### config.mk
export PLATFORM = sky130hd
export DESIGN_NAME = bounce_generator
export DESIGN_NICKNAME = d
export VERILOG_FILES = /design/src/rtl/bounce_gen_pkg.sv /design/src/rtl/lfsr16.sv /design/src/rtl/bounce_generator.sv
export SDC_FILE = /design/constraint.sdc
export NUM_CORES = 1
export LEC_CHECK = 0
export ABC_AREA = 1
export ABC_CLOCK_PERIOD_IN_PS = 1870
export BUFFER_PORTS_ARGS = -buffer_cell sky130_fd_sc_hd__buf_2
export CELL_PAD_IN_SITES_DETAIL_PLACEMENT = 0
export CELL_PAD_IN_SITES_GLOBAL_PLACEMENT = 1
export CORE_MARGIN = 1
export CORE_UTILIZATION = 43
export DETAILED_ROUTE_END_ITERATION = 10
export PLACE_DENSITY_LB_ADDON = 0.3
export SLEW_MARGIN = 20
export SYNTH_ARGS = -nofsm -noshare
export SYNTH_HDL_FRONTEND = slang
export SYNTH_HIERARCHICAL = 1
export SYNTH_SLANG_ARGS = --single-unit
### constraint.sdc
create_clock -name clk -period 1.87 [get_ports clk]
set_input_delay 0.2805 -clock clk [delete_from_list [all_inputs] [get_ports clk]]
set_output_delay 0.2805 -clock clk [all_outputs]
set_load 0.01 [all_outputs]
### src/rtl/bounce_gen_pkg.sv
// Shared definitions for the contact-bounce emulator: FSM encoding and the
// 16-bit Fibonacci LFSR polynomial x^16+x^14+x^13+x^11+1.
package bounce_gen_pkg;

  typedef enum logic [1:0] {
    IDLE   = 2'd0,
    BOUNCE = 2'd1,
    SETTLE = 2'd2
  } bounce_state_t;

  localparam int          LFSR_W    = 16;
  // Tap mask over bits 15,13,12,10 of a left-shifting register
  localparam logic [15:0] LFSR_TAPS = 16'hB400;

  function automatic logic [LFSR_W-1:0] lfsr_next(input logic [LFSR_W-1:0] v);
    return {v[LFSR_W-2:0], ^(v & LFSR_TAPS)};
  endfunction

endpackage

### src/rtl/lfsr16.sv
// Free-running 16-bit LFSR with a synchronous load that takes priority over
// the shift.
module lfsr16
  import bounce_gen_pkg::*;
#(
  parameter logic [15:0] SEED = 16'hACE1
) (
  input  logic        clk,
  input  logic        reset,
  input  logic        load,
  input  logic [15:0] load_val,
  output logic [15:0] q
);

  always_ff @(posedge clk or posedge reset) begin
    if (reset)     q <= SEED;
    else if (load) q <= load_val;
    else           q <= lfsr_next(q);
  end

endmodule

### src/rtl/bounce_generator.sv
// Emulates a bouncing mechanical switch: each level change on clean_in is
// replayed as an odd number of randomly spaced flips followed by a quiet period.
module bounce_generator
  import bounce_gen_pkg::*;
#(
  parameter int          BOUNCE_MAX = 7,
  parameter int          GAP_W      = 6,
  parameter int          SETTLE_CYC = 16,
  parameter logic [15:0] SEED       = 16'hACE1
) (
  input  logic        clk,
  input  logic        reset,
  input  logic        clean_in,
  input  logic        bounce_en,
  input  logic        seed_load,
  input  logic [15:0] seed,
  output logic        noisy_out,
  output logic        busy,
  output logic        bounce_done
);

  localparam int             REM_W       = 5;
  localparam int             SET_W       = $clog2(SETTLE_CYC + 1);
  localparam logic [3:0]     K_MAX       = 4'(BOUNCE_MAX);
  localparam logic [SET_W-1:0] SETTLE_LOAD = SET_W'(SETTLE_CYC);

  bounce_state_t     state;
  logic              target;
  logic [REM_W-1:0]  remaining;
  logic [GAP_W-1:0]  gap;
  logic [SET_W-1:0]  settle_cnt;
  logic [15:0]       lfsr_q;
  logic [15:0]       lfsr_load_val;
  logic [3:0]        k_pick;
  logic [GAP_W-1:0]  gap_raw;
  logic [GAP_W-1:0]  gap_pick;
  logic              lfsr_unused;

  // A zero seed would lock the LFSR, so it falls back to the reset seed
  assign lfsr_load_val = (seed == 16'h0000) ? SEED : seed;

  lfsr16 #(.SEED(SEED)) u_lfsr (
    .clk      (clk),
    .reset    (reset),
    .load     (seed_load),
    .load_val (lfsr_load_val),
    .q        (lfsr_q)
  );

  assign k_pick      = (lfsr_q[3:0] > K_MAX) ? K_MAX : lfsr_q[3:0];
  assign gap_raw     = lfsr_q[GAP_W+3:4];
  assign gap_pick    = (gap_raw == '0) ? GAP_W'(1) : gap_raw;
  assign lfsr_unused = ^lfsr_q;

  always_ff @(posedge clk or posedge reset) begin
    if (reset) begin
      state       <= IDLE;
      noisy_out   <= 1'b0;
      busy        <= 1'b0;
      bounce_done <= 1'b0;
      target      <= 1'b0;
      remaining   <= '0;
      gap         <= '0;
      settle_cnt  <= '0;
    end else begin
      bounce_done <= 1'b0;
      unique case (state)
        IDLE: begin
          if (!bounce_en) begin
            noisy_out <= clean_in;
          end else if (clean_in != noisy_out) begin
            // 2k+1 flips always lands the output on the new level
            state     <= BOUNCE;
            busy      <= 1'b1;
            target    <= clean_in;
            remaining <= REM_W'({k_pick, 1'b1});
            gap       <= gap_pick;
          end
        end
        BOUNCE: begin
          if (gap == GAP_W'(1)) begin
            noisy_out <= ~noisy_out;
            remaining <= remaining - REM_W'(1);
            gap       <= gap_pick;
            if (remaining == REM_W'(1)) begin
              state      <= SETTLE;
              settle_cnt <= SETTLE_LOAD;
            end
          end else begin
            gap <= gap - GAP_W'(1);
          end
        end
        SETTLE: begin
          noisy_out <= target;
          if (settle_cnt == SET_W'(1)) begin
            state       <= IDLE;
            busy        <= 1'b0;
            bounce_done <= 1'b1;
          end else begin
            settle_cnt <= settle_cnt - SET_W'(1);
          end
        end
        default: state <= IDLE;
      endcase
    end
  end

endmodule

=== Word-level counts from Yosys, hierarchy flattened ===
Index checks and enable logic that the tools add are counted.

* Muxes and demuxes: 31
* Reductions and logical operators: 15
* Bitwise operators: 1
* Add/sub/neg operators: 3
* Magnitude comparators: 1
* Eq/ne operators: 13

{| class="wikitable"
|+ Operators by type and width
! operator !! number
|-
| $mux 16 || 2
|-
| $mux 5 || 6
|-
| $mux 6 || 4
|-
| $pmux 5 s2 || 2
|-
| $logic_not 16->1 || 1
|-
| $reduce_xor 16->1 || 1
|-
| $ne 2x2->1 const B || 7
|-
| $pmux 6 s2 || 1
|-
| $reduce_and 4->1 || 3
|-
| $eq 5x1->1 const B || 2
|-
| $mux 2 || 5
|-
| $sub 5x1->5 const B || 2
|-
| $reduce_and 3->1 || 3
|-
| $mux 1 || 7
|-
| $eq 6x1->1 const B || 1
|-
| $logic_not 6->1 || 1
|-
| $pmux 2 s3 || 1
|-
| $reduce_bool 2->1 || 3
|-
| $sub 6x1->6 const B || 1
|-
| $reduce_and 5->1 || 1
|-
| $gt 4x3->1 const B || 1
|-
| $mux 4 || 1
|-
| $pmux 1 s3 || 1
|-
| $reduce_bool 3->1 || 1
|-
| other kinds (6) || 6
|}

* Input port bits: 21
* Output and inout port bits: 3
* Bits in registers: 38
* Word-level logic and storage cells: 73

=== Longest topological paths before layout ===
Gate-level depths: netlist of the first run.

* Depth in word-level cells: 5
* Mapped depth: 11
* Mapped depth without buffers: 11

=== Cells and area by module ===
Netlist of the first run, hierarchy kept.

{| class="wikitable"
|+ By module, submodules not included
! module !! area each (µm²) !! cells each !! instances !! seq. area each (µm²)
|-
| bounce_generator || 1,669.1 || 249 || 1 || 550.5
|-
| lfsr16 || 726.9 || 82 || 1 || 410.4
|}

=== Worst setup path after synthesis of the first run ===
Ideal clock, no wire load.

* Path kind: reg-to-reg
* From: reg state[0]
* To: reg gap[5]
* Clock period less this slack: 1,380 ps
* Buffers on the path: 0
* Data required time: 1,754 ps
* Stages on the path, launching flop included: 9
* Setup slack: 490 ps
* Setup time: 116 ps
* Data arrival time: 1,264 ps
* Path through: dfrtp_1 > inv_1 > ha_1 > nor2_1 > inv_1 > nand2_2 > nor2_1 > nand2_1 > nand2_1

* Longest elaborated chain between the ends: 3
* Elaborated cells on any way between the ends: 7
* Those cells by class: eq/ne: 3; mux: 1; reduce/logical: 3

{| class="wikitable"
|+ RTL lines
! element !! RTL line !! text
|-
| start, declared || bounce_generator.sv:27 || <nowiki>bounce_state_t state;</nowiki>
|-
| start signal, assigned || bounce_generator.sv:57 || <nowiki>state <= IDLE;</nowiki>
|-
| start signal, assigned || bounce_generator.sv:73 || <nowiki>state <= BOUNCE;</nowiki>
|-
| start signal, assigned || bounce_generator.sv:86 || <nowiki>state <= SETTLE;</nowiki>
|-
| $eq 2x1->1 / $logic_not 2->1 (equally long branches) || bounce_generator.sv:67 || <nowiki>unique case (state)</nowiki>
|-
| $reduce_bool 2->1 (no line) / $ne 2x2->1 (equally long branches) || - ||
|-
| $reduce_and 3->1 (no line) || - ||
|-
| end signal, assigned || bounce_generator.sv:77 || <nowiki>gap <= gap_pick;</nowiki>
|-
| end signal, assigned || bounce_generator.sv:84 || <nowiki>gap <= gap_pick;</nowiki>
|-
| end signal, assigned || bounce_generator.sv:90 || <nowiki>gap <= gap - GAP_W'(1);</nowiki>
|-
| end, declared || bounce_generator.sv:30 || <nowiki>logic [GAP_W-1:0] gap;</nowiki>
|}

Parallel ways exist; a longest one is shown, timed or not.
A chain may end at the register's enable or synchronous reset.

=== Final worst setup path of the first run ===
* From: reg state[1]
* To: reg settle_cnt[2]

* Longest elaborated chain between the ends: 3
* Elaborated cells on any way between the ends: 8
* Those cells by class: eq/ne: 5; mux: 1; reduce/logical: 2

{| class="wikitable"
|+ RTL lines
! element !! RTL line !! text
|-
| $eq 2x2->1 / $eq 2x1->1 (equally long branches) || bounce_generator.sv:67 ||
|-
| $ne 2x2->1 (no line) / $reduce_bool 2->1 (equally long branches) || - ||
|-
| $reduce_and 4->1 (no line) || - ||
|-
| end signal, assigned || bounce_generator.sv:100 || <nowiki>settle_cnt <= settle_cnt - SET_W'(1);</nowiki>
|-
| end, declared || bounce_generator.sv:31 || <nowiki>logic [SET_W-1:0] settle_cnt;</nowiki>
|}

Parallel ways exist; a longest one is shown, timed or not.

==> flow_summary.yaml, run 1 <==
outcome:
  status: "complete, no violations"
timing:
  totalNegativeSetupSlack_ns: 0
  fin_crit_ns: 1.60
  finClkSkew_ns: 0.00692
  relSlewSlack_pct: 61.4
  setup_violations: 0
  post-route-period-util_pct: 85.4
  rsz0062_at_grt: "no"
  hold_violations: 0
  max_freq_ghz: 0.626
  worst_pin_slew_ns: 0.578
  slew_viol_final: 0
global_route:
  grtUsageMet2_pct: 29.3
  grt-ovfl-total: 0
  grt_first_pass_wirelength_um: 8000
  antenna_found_initial: 0
  grt-busiest-layer: "met2"
  grt_use_total_pct: 17.1
  met1_usage_pct: 21.0
  first_global_vias: 1888
  grt_start_max_net_pins: 23
  met3_usage_pct: 4.31
power_and_ir_drop:
  leakage_nw: 1.45
  p_sw_share_pct: 43.1
  p_clk_share_pct: 18.2
  switchingPower_w: 0.00162
  intPower_w: 0.00213
  p_seq_share_pct: 35.6
  pwr-share-comb_pct: 46.2
  powerDensity_mw_per_mm2: 1410
  irDropWorstVdd_v: 0.000532
yosys:
  synthTopCellsByCount: "nand2_1, inv_1, dfrtp_1"
  syn_inst: 331
  yosys_warnings: 6
  synth_fp_nets: 362
  netlist_area_mm2: 0.00240
  synth.most_common_cell: "nand2_1"
  synth_largest_area_cell: "dfrtp_1"
  yosys_most_used_dff: "dfrtp_1"
  synth_seq_cells: 38
  synth_edf_count: 0
  ys_seq_area_share_pct: 40.1
  yosysTopAreaCellShare_pct: 31.3
  synthDistinctLibCells: 31
  postSynth.asyncResetShare_pct: 100
  syn-mean-instance-area_um2: 7.24
  ys_top_cells_by_area: "dfrtp_1, nand2_1, dfstp_2"
clock_network:
  cts_buffers: 5
  clk_latency_ns: 0.29
  clockBufferDepth: 2
  clkSlewWorstSetupHoldPaths_ns: 0.07
  cts_sinks: 38
  cts_tree: "yes"
  cts_hold_buf: 0
  ctsHtreeMaxLevel: 2
  cts_resized: 0
  postCtsSetupRepairBufs: 0
  root_buffer: "clkbuf_8"
place:
  io_buffer_count: 23
  place_congestion: 0.761
  dp_hpwl_um: 3350
floorplan:
  die_h_um: 76.6
  ios: 24
  die_w_um: 76.6
  dieArea_mm2: 0.00587
  core-area_mm2: 0.00524
  rows: 26
  start_util_pct: 45.7
worst_setup_path:
  critPathMaxStageDelay_ns: 0.41
  crit_chain: "inv_1 > ha_1 > inv_1 > o21ai_2 > nand2_4 > nand2_1 > nand2_1"
  start_kind: "flip-flop"
  required_ns: 2.05
  path_class: "flip-flop to flip-flop"
  critPathMaxFanout: 7
  cp_data_arrival_time_ns: 1.78
  endpoint_kind: "flip-flop"
  crit_path_top_delay_cell: "dfrtp_1"
routing:
  wl_um: 4260
  drcViolationCount: 0
  detail-route-antenna-nets: 0
  vias: 1943
  post_drt_wl_per_cell_um: 10.1
  viasPerCell: 4.59
  firstDrtPassIters: 4
  drt-initial-drc-count: 59
finish:
  regArea_um2: 961
  multi_input_area_mm2: 0.00118
  diodes: 0
  n_fill_cell: 530
  nets: 383
  postLayoutCoreUtil_pct: 50.6
  areaGrowthSynthToFinish_pct: 10.7
  layout-drive-gt1-share_pct: 19.8
hold_path:
  hp-class: "primary input to async pin"
job:
  drv_cap: 0
## cells in the final DEF, fill, tap and decap left out, drive strengths merged
master	count
a21oi	4
a31oi	1
buf	26
bufinv	1
clkbuf	5
clkinv	2
dfrtp	30
dfstp	8
ha	10
inv	44
nand2	146
nand3	23
nand3b	2
nand4	3
nor2	28
nor3	1
nor4	2
o21ai	13
or2	1
xnor2	3
## per-layer routing
metal / vias up / wire length, µm
li1: 1046 / -
met1: 863 / 2080
met2: 30 / 2000
met3: 4 / 134
met4: 0 / 41
met5: - / 0
## critical path: cells and delay by family (launching register included)
kind | cells | cell delay [ns]
AOI/OAI and AO/OA | 1 | 0.27
adders and majority gates | 1 | 0.32
buffers and inverters | 2 | 0.28
DFF | 1 | 0.41
and+or+nand+nor | 3 | 0.21
## stage by stage
step | hold WS [ns] | instance area [µm²] | std cells | power [W] | worst slack, ns
2_1_floorplan | 0.189 | 2400 | 331 | 0.00272 | 0.490
3_3_place_gp | 0.352 | 2540 | 415 | 0.00309 | 0.324
3_5_place_dp | 0.348 | 2540 | 415 | 0.00310 | 0.272
4_1_cts | 0.0330 | 2650 | 423 | 0.00380 | 0.254
5_1_grt | 0.0531 | 2650 | 423 | 0.00417 | 0.110
6_report | 0.0278 | 2650 | 423 | 0.00375 | 0.274
## flip-flops by register name, indices dropped and copies added (netlist names)
register and count:
bounce_done 1, busy 1, gap 6, noisy_out 1, remaining 5, settle_cnt 5, state 2, target 1
u_lfsr/q 16
## power groups by stage
stage / Combinational [W] / Clock, W / Sequential (W)
2_1_floorplan: 0.00142 / 0 / 0.00130
3_3_place_gp: 0.00174 / 0 / 0.00135
3_5_place_dp: 0.00175 / 0 / 0.00135
4_1_cts: 0.00176 / 0.000703 / 0.00134
5_1_grt: 0.00204 / 0.000741 / 0.00138
6_report: 0.00173 / 0.000682 / 0.00134
## layout make-up
cell class	instances	share of cell area, %
inverter	44	6.51
clock buffer	5	2.59
timing repair buffer	26	5.19
sequential	38	36.2
tap	70	3.30
clock inverter	3	1.51
multi-input combinational	237	44.7
## final timing paths
check,depth (start not counted),slack (ns),to,startpoint
worst max-delay path,7,0.27,settle_cnt[2],state[1]
worst min-delay path,3,0.03,settle_cnt[1],reset
worst max register to register,7,0.27,settle_cnt[2],state[1]
worst min register to register,2,0.46,u_lfsr/q[15],u_lfsr/q[14]
max in group asynchronous,2,1.44,u_lfsr/q[0],reset
min in group clk,3,0.20,u_lfsr/q[8],seed[8]
## kinds of logic after synthesis
group	count (synthesis)	share of synthesized area [%]
AND/OR/NAND/NOR	206	38.7
XOR/XNOR	3	1.10
flip-flops	38	40.1
buffers and inverters	56	10.4
adder cells (fa/ha/maj)	10	5.22
AO/OA/AOI/OAI	18	4.44
No activity file was read; power rests on OpenSTA's default activity.
==> run 2: changes to the inputs <==
--- a/config.mk
+++ b/config.mk
@@ -6,7 +6,7 @@
 export NUM_CORES = 1
 export LEC_CHECK = 0
 export ABC_AREA = 1
-export ABC_CLOCK_PERIOD_IN_PS = 1870
+export ABC_CLOCK_PERIOD_IN_PS = 1820
 export BUFFER_PORTS_ARGS = -buffer_cell sky130_fd_sc_hd__buf_2
 export CELL_PAD_IN_SITES_DETAIL_PLACEMENT = 0
 export CELL_PAD_IN_SITES_GLOBAL_PLACEMENT = 1
==> constraint.sdc (replaced) <==
create_clock -name clk -period 1.82 [get_ports clk]
set_input_delay 0.273 -clock clk [delete_from_list [all_inputs] [get_ports clk]]
set_output_delay 0.273 -clock clk [all_outputs]
set_load 0.01 [all_outputs]
==> run 2 against run 1 <==
Compared with the run above: clock skew about the same; utilization is 0.096 points higher; die area stayed put; clock power is 5.0% higher; worst hold slack got worse by 0.012 ns; highest routed layer unchanged.
==> flow_summary.yaml, run 2 (synthesis gave the netlist of run 1 again) <==
outcome:
  status: "complete, no violations"
finish:
  layout_commonest_cell: "nand2_1"
  layout-drive-gt1-share_pct: 19.8
  largestRegisters: "u_lfsr/q x16, gap x6"
  largest_register: "u_lfsr/q"
  nets: 383
  final_cells: 423
  n_fill_cell: 523
  diodes: 0
  multi_input_area_mm2: 0.00118
  regArea_um2: 961
  areaGrowthSynthToFinish_pct: 10.9
  final_cell_mix: "nand2_1, inv_1, dfrtp_1, buf_2, nand3_1"
  largest_reg_flops: 16
clock_network:
  clockBufferDepth: 2
  cts_resized: 0
  ctsHtreeMaxLevel: 2
  root_buffer: "clkbuf_8"
  cts_hold_buf: 0
  clkSlewWorstSetupHoldPaths_ns: 0.08
  cts_sinks: 38
  clk_latency_ns: 0.29
  postCtsSetupRepairBufs: 0
  cts_buffers: 5
  cts_tree: "yes"
place:
  io_buffer_count: 23
  dp_hpwl_um: 3440
  place_congestion: 0.761
  place_ws_ns: 0.300
  dp.cells: 415
timing:
  rsz0062_at_grt: "no"
  setup_violations: 0
  post-route-period-util_pct: 83.4
  finClkSkew_ns: 0.00737
  hold_violations: 0
  relSlewSlack_pct: 62.2
  worst_pin_slew_ns: 0.566
  slew_viol_final: 0
  finalWorstSetupSlack_ns: 0.302
  totalNegativeSetupSlack_ns: 0
  worst_hold_slack_ns: 0.0158
  max_freq_ghz: 0.659
  fin_crit_ns: 1.52
power_and_ir_drop:
  intPower_w: 0.00220
  switchingPower_w: 0.00170
  powerDensity_mw_per_mm2: 1470
  p_sw_share_pct: 43.6
  p_seq_share_pct: 35.2
  pwr-share-comb_pct: 46.4
  leakage_nw: 1.44
  irDropWorstVdd_v: 0.000507
  p_clk_share_pct: 18.4
routing:
  post_drt_wl_per_cell_um: 10.4
  drcViolationCount: 0
  vias: 1966
  detail-route-antenna-nets: 0
  wl_um: 4410
  drt-initial-drc-count: 102
  firstDrtPassIters: 6
  viasPerCell: 4.65
floorplan:
  die_h_um: 76.6
  start_util_pct: 45.7
  ios: 24
  rows: 26
  core-area_mm2: 0.00524
  die_w_um: 76.6
  dieArea_mm2: 0.00587
global_route:
  grt_start_max_net_pins: 23
  grt_first_pass_wirelength_um: 8150
  grt_use_total_pct: 17.3
  first_global_vias: 1871
  grt-ovfl-total: 0
  antenna_found_initial: 0
worst_setup_path:
  required_ns: 2.00
  cp_data_arrival_time_ns: 1.70
  critPathMaxFanout: 8
  path_class: "flip-flop to flip-flop"
  rr_worst_depth: 8
  endpoint_kind: "flip-flop"
  start_kind: "flip-flop"
hold_path:
  hp-class: "primary input to async pin"
job:
  drv_cap: 0
[run 2: power by group through the flow]
stage               logic [W]  clock network (W)  registers, W
floorplan             0.00146                  0       0.00133
global placement      0.00179                  0       0.00139
detailed placement    0.00182                  0       0.00139
CTS                   0.00183           0.000736       0.00137
global route          0.00211           0.000770       0.00142
finish                0.00181           0.000716       0.00137
[run 2: cell type report]
cell class	count	area share (%)
multi-input cells	237	44.6
flip-flops and latches	38	36.2
inverters	44	6.50
clock buffers	5	2.59
repair buffers	26	5.18
well taps	70	3.30
clock inverters	3	1.69
[run 2: stage by stage]
stage	power (W)	instance area (µm²)	utilization, %
6_report	0.00390	2660	50.7
5_1_grt	0.00430	2660	50.7
4_1_cts	0.00394	2660	50.7
3_5_place_dp	0.00321	2540	48.6
3_3_place_gp	0.00318	2540	48.6
2_1_floorplan	0.00280	2400	-
[run 2: critical path: stages (launching register included)]
cell and delay, ns:
dfrtp_1 0.41, inv_1 0.08, ha_1 0.25, nor2_1 0.22, inv_1 0.08, nand2_2 0.21, nor2_8 0.06, nand2_1 0.06
nand2_1 0.06
[run 2: path summary, 6_finish.rpt]
check | from | end | slack, ns
setup / recovery | state[0] | remaining[2] | 0.30
hold / removal | reset | settle_cnt[0] | 0.02
setup reg to reg | state[0] | remaining[2] | 0.30
hold reg to reg | u_lfsr/q[14] | u_lfsr/q[15] | 0.46
max in group asynchronous | reset | u_lfsr/q[10] | 1.40
min in group clk | seed[8] | u_lfsr/q[8] | 0.20
[run 2: routing by layer]
layer	wire length, µm	part of all wire, %	GRT usage (%)	vias to the layer above
met4	56	1.3	6.35	0
met1	2120	48	21.4	865
li1	-	-	-	1045
met2	2070	47	29.5	51
met5	0	0	0	-
met3	166	3.8	3.59	5
==> run 3: changes to the inputs <==
--- a/config.mk
+++ b/config.mk
@@ -6,12 +6,12 @@
 export NUM_CORES = 1
 export LEC_CHECK = 0
 export ABC_AREA = 1
-export ABC_CLOCK_PERIOD_IN_PS = 1820
+export ABC_CLOCK_PERIOD_IN_PS = 1300
 export BUFFER_PORTS_ARGS = -buffer_cell sky130_fd_sc_hd__buf_2
 export CELL_PAD_IN_SITES_DETAIL_PLACEMENT = 0
 export CELL_PAD_IN_SITES_GLOBAL_PLACEMENT = 1
 export CORE_MARGIN = 1
-export CORE_UTILIZATION = 43
+export CORE_UTILIZATION = 39
 export DETAILED_ROUTE_END_ITERATION = 10
 export PLACE_DENSITY_LB_ADDON = 0.3
 export SLEW_MARGIN = 20
==> constraint.sdc (replaced) <==
create_clock -name clk -period 1.3 [get_ports clk]
set_input_delay 0.195 -clock clk [delete_from_list [all_inputs] [get_ports clk]]
set_output_delay 0.195 -clock clk [all_outputs]
set_load 0.01 [all_outputs]
==> run 3 against run 2 <==
Compared with the run above: the flow now finishes with violations (setup timing); utilization up 2.8 points; total power up 74%; combinational power up 130%; clock skew up 0.0045 ns; maximum frequency up 13%; sequential power up 36%; first-iteration DRC count down 41%; clock-buffer cell count up 1; highest routed layer unchanged.
==> flow_summary.yaml, run 3 (synthesis gave the netlist of run 1 again) <==
outcome:
  status: "finished with violations"
  violations: "setup timing"
place:
  io_buffer_count: 23
  place_ws_ns: -0.131
  place_congestion: 0.769
  dp.cells: 443
  dp_hpwl_um: 3610
timing:
  hold_violations: 0
  finClkSkew_ns: 0.0119
  rsz0062_at_grt: "yes"
  max_freq_ghz: 0.745
  relSlewSlack_pct: 62.5
  fin_crit_ns: 1.34
  slew_viol_final: 0
  worst_pin_slew_ns: 0.562
  setup_violations: 13
  post-route-period-util_pct: 103
  finalWorstSetupSlack_ns: -0.0421
power_and_ir_drop:
  p_clk_share_pct: 11.7
  pwr-share-comb_pct: 60.9
  powerDensity_mw_per_mm2: 2130
  finalPower_w: 0.00677
  p_sw_share_pct: 43.3
  p_seq_share_pct: 27.5
  switchingPower_w: 0.00293
  intPower_w: 0.00384
  irDropWorstVdd_v: 0.000956
  leakage_nw: 1.64
hold_path:
  hp-class: "primary input to flip-flop"
  worstHoldPathCells: 3
worst_setup_path:
  rr_worst_depth: 10
  critPathMaxFanout: 5
  crit_chain: "ha_4 > inv_2 > nor2_2 > nand2_1 > nand2_2 > buf_6 > o21ai_4 > nand2_4 > nand2_1 > nand2_1"
  endpoint_kind: "flip-flop"
  crit_path_top_delay_cell: "dfrtp_1"
  path_class: "flip-flop to flip-flop"
  required_ns: 1.48
  cp_data_arrival_time_ns: 1.53
  cp_common_cell: "nand2_1"
  start_kind: "flip-flop"
  critPathMaxStageDelay_ns: 0.41
finish:
  layout-drive-gt1-share_pct: 37.4
  final_cell_mix: "nand2_1, buf_4, inv_1, dfrtp_1, buf_2"
  regArea_um2: 962
  largestRegisters: "u_lfsr/q x16, gap x6"
  final_cells: 463
  postLayoutCoreUtil_pct: 53.6
  diodes: 0
  layout_commonest_cell: "nand2_1"
  n_fill_cell: 568
  multi_input_area_mm2: 0.00142
  areaGrowthSynthToFinish_pct: 32.3
  nets: 418
  largest_reg_flops: 16
  largest_register: "u_lfsr/q"
routing:
  post_drt_wl_per_cell_um: 11.0
  wl_met3_um: 143
  viasPerCell: 4.57
  wl_um: 5080
  drt-initial-drc-count: 60
  maxUsedRoutingLayer: "met4"
  drcViolationCount: 0
  detail-route-antenna-nets: 0
  vias: 2114
  routed-wl-met2_um: 2510
  met1_length_um: 2360
  firstDrtPassIters: 4
global_route:
  antenna_found_initial: 0
  grt_start_max_net_pins: 23
  first_global_vias: 1999
  grt-ovfl-total: 0
  grt_first_pass_wirelength_um: 8760
  grt_use_total_pct: 17.6
floorplan:
  core-area_mm2: 0.00592
  start_util_pct: 40.5
  die_h_um: 80.4
  die_w_um: 80.4
  dieArea_mm2: 0.00646
  ios: 24
  rows: 28
clock_network:
  clkSlewWorstSetupHoldPaths_ns: 0.08
  cts_buffers: 5
  cts_tree: "yes"
  cts_sinks: 38
  clk_latency_ns: 0.30
  root_buffer: "clkbuf_8"
  clockBufferDepth: 2
  ctsHtreeMaxLevel: 2
job:
  drv_cap: 0
[run 3: changes by cell type in the layout (fill, tap and decap cells not counted), moves of 6 or more]
cell     before  now
inv_2         0   11
nor2_1       21   15
ha_4          0    8
nand3_1      22   16
nand2_1     131  124
buf_4         3   33
inv_1        42   31
ha_1         10    2
[run 3: timing repair]
action / CTS / global route
pin swaps: 23 / 16
endpoints found under the hold margin: 30 / 0
gates resized for setup: 39 / 27
hold buffers: 1 / 0
gates cloned: 0 / 0
setup buffers: 8 / 3
setup endpoints to repair: 20 / 20
[run 3: critical path, delay by kind of cell, from the launching register on]
family / cells / cell delay, ns
AND/OR/NAND/NOR: 6 / 0.42
AO/OA/AOI/OAI: 1 / 0.08
adder cells (fa/ha/maj): 1 / 0.17
buffers and inverters: 2 / 0.16
flip-flops: 1 / 0.41
[run 3: worst paths after layout]
path / endpoint / slack, ns / from
setup / recovery: settle_cnt[0] / -0.04 / settle_cnt[0]
hold / removal: u_lfsr/q[8] / 0.11 / seed[8]
setup reg to reg: settle_cnt[0] / -0.04 / settle_cnt[0]
hold reg to reg: u_lfsr/q[15] / 0.45 / u_lfsr/q[14]
max in group asynchronous: u_lfsr/q[11] / 0.41 / reset
min in group asynchronous: gap[0] / 0.49 / reset
[run 3: metrics by stage]
step | TNS, ns | cell area [µm²] | hold WS, ns
after floorplan | 0 | 2410 | 0.103
after global placement | -1.83 | 2740 | 0.273
after detailed placement | -2.08 | 2740 | 0.273
after CTS | -0.355 | 3040 | 0.106
after global routing | -1.94 | 3170 | 0.114
final | -0.256 | 3170 | 0.108
[run 3: power by group through the flow]
| stage | Sequential (W) | Clock (W) | Combinational [W] |
|---|---|---|---|
| floorplan | 0.00187 | 0 | 0.00210 |
| global placement | 0.00184 | 0 | 0.00316 |
| detailed placement | 0.00184 | 0 | 0.00321 |
| CTS | 0.00184 | 0.000812 | 0.00374 |
| global route | 0.00190 | 0.000865 | 0.00462 |
| finish | 0.00186 | 0.000790 | 0.00412 |
[run 3: per-layer routing]
layer,global-route usage (%),vias to the layer above
li1,-,1125
met1,22.2,951
met4,5.36,0
met3,4.09,5
met5,0,-
met2,29.7,33
[run 3: final cells by class]
cell class / count / share of cell area, %
multi-input combinational: 237 / 44.9
sequential: 38 / 30.3
timing repair buffer: 61 / 13.5
inverter: 44 / 5.76
tap: 75 / 2.96
clock buffer: 6 / 2.29
clock inverter: 2 / 0.316
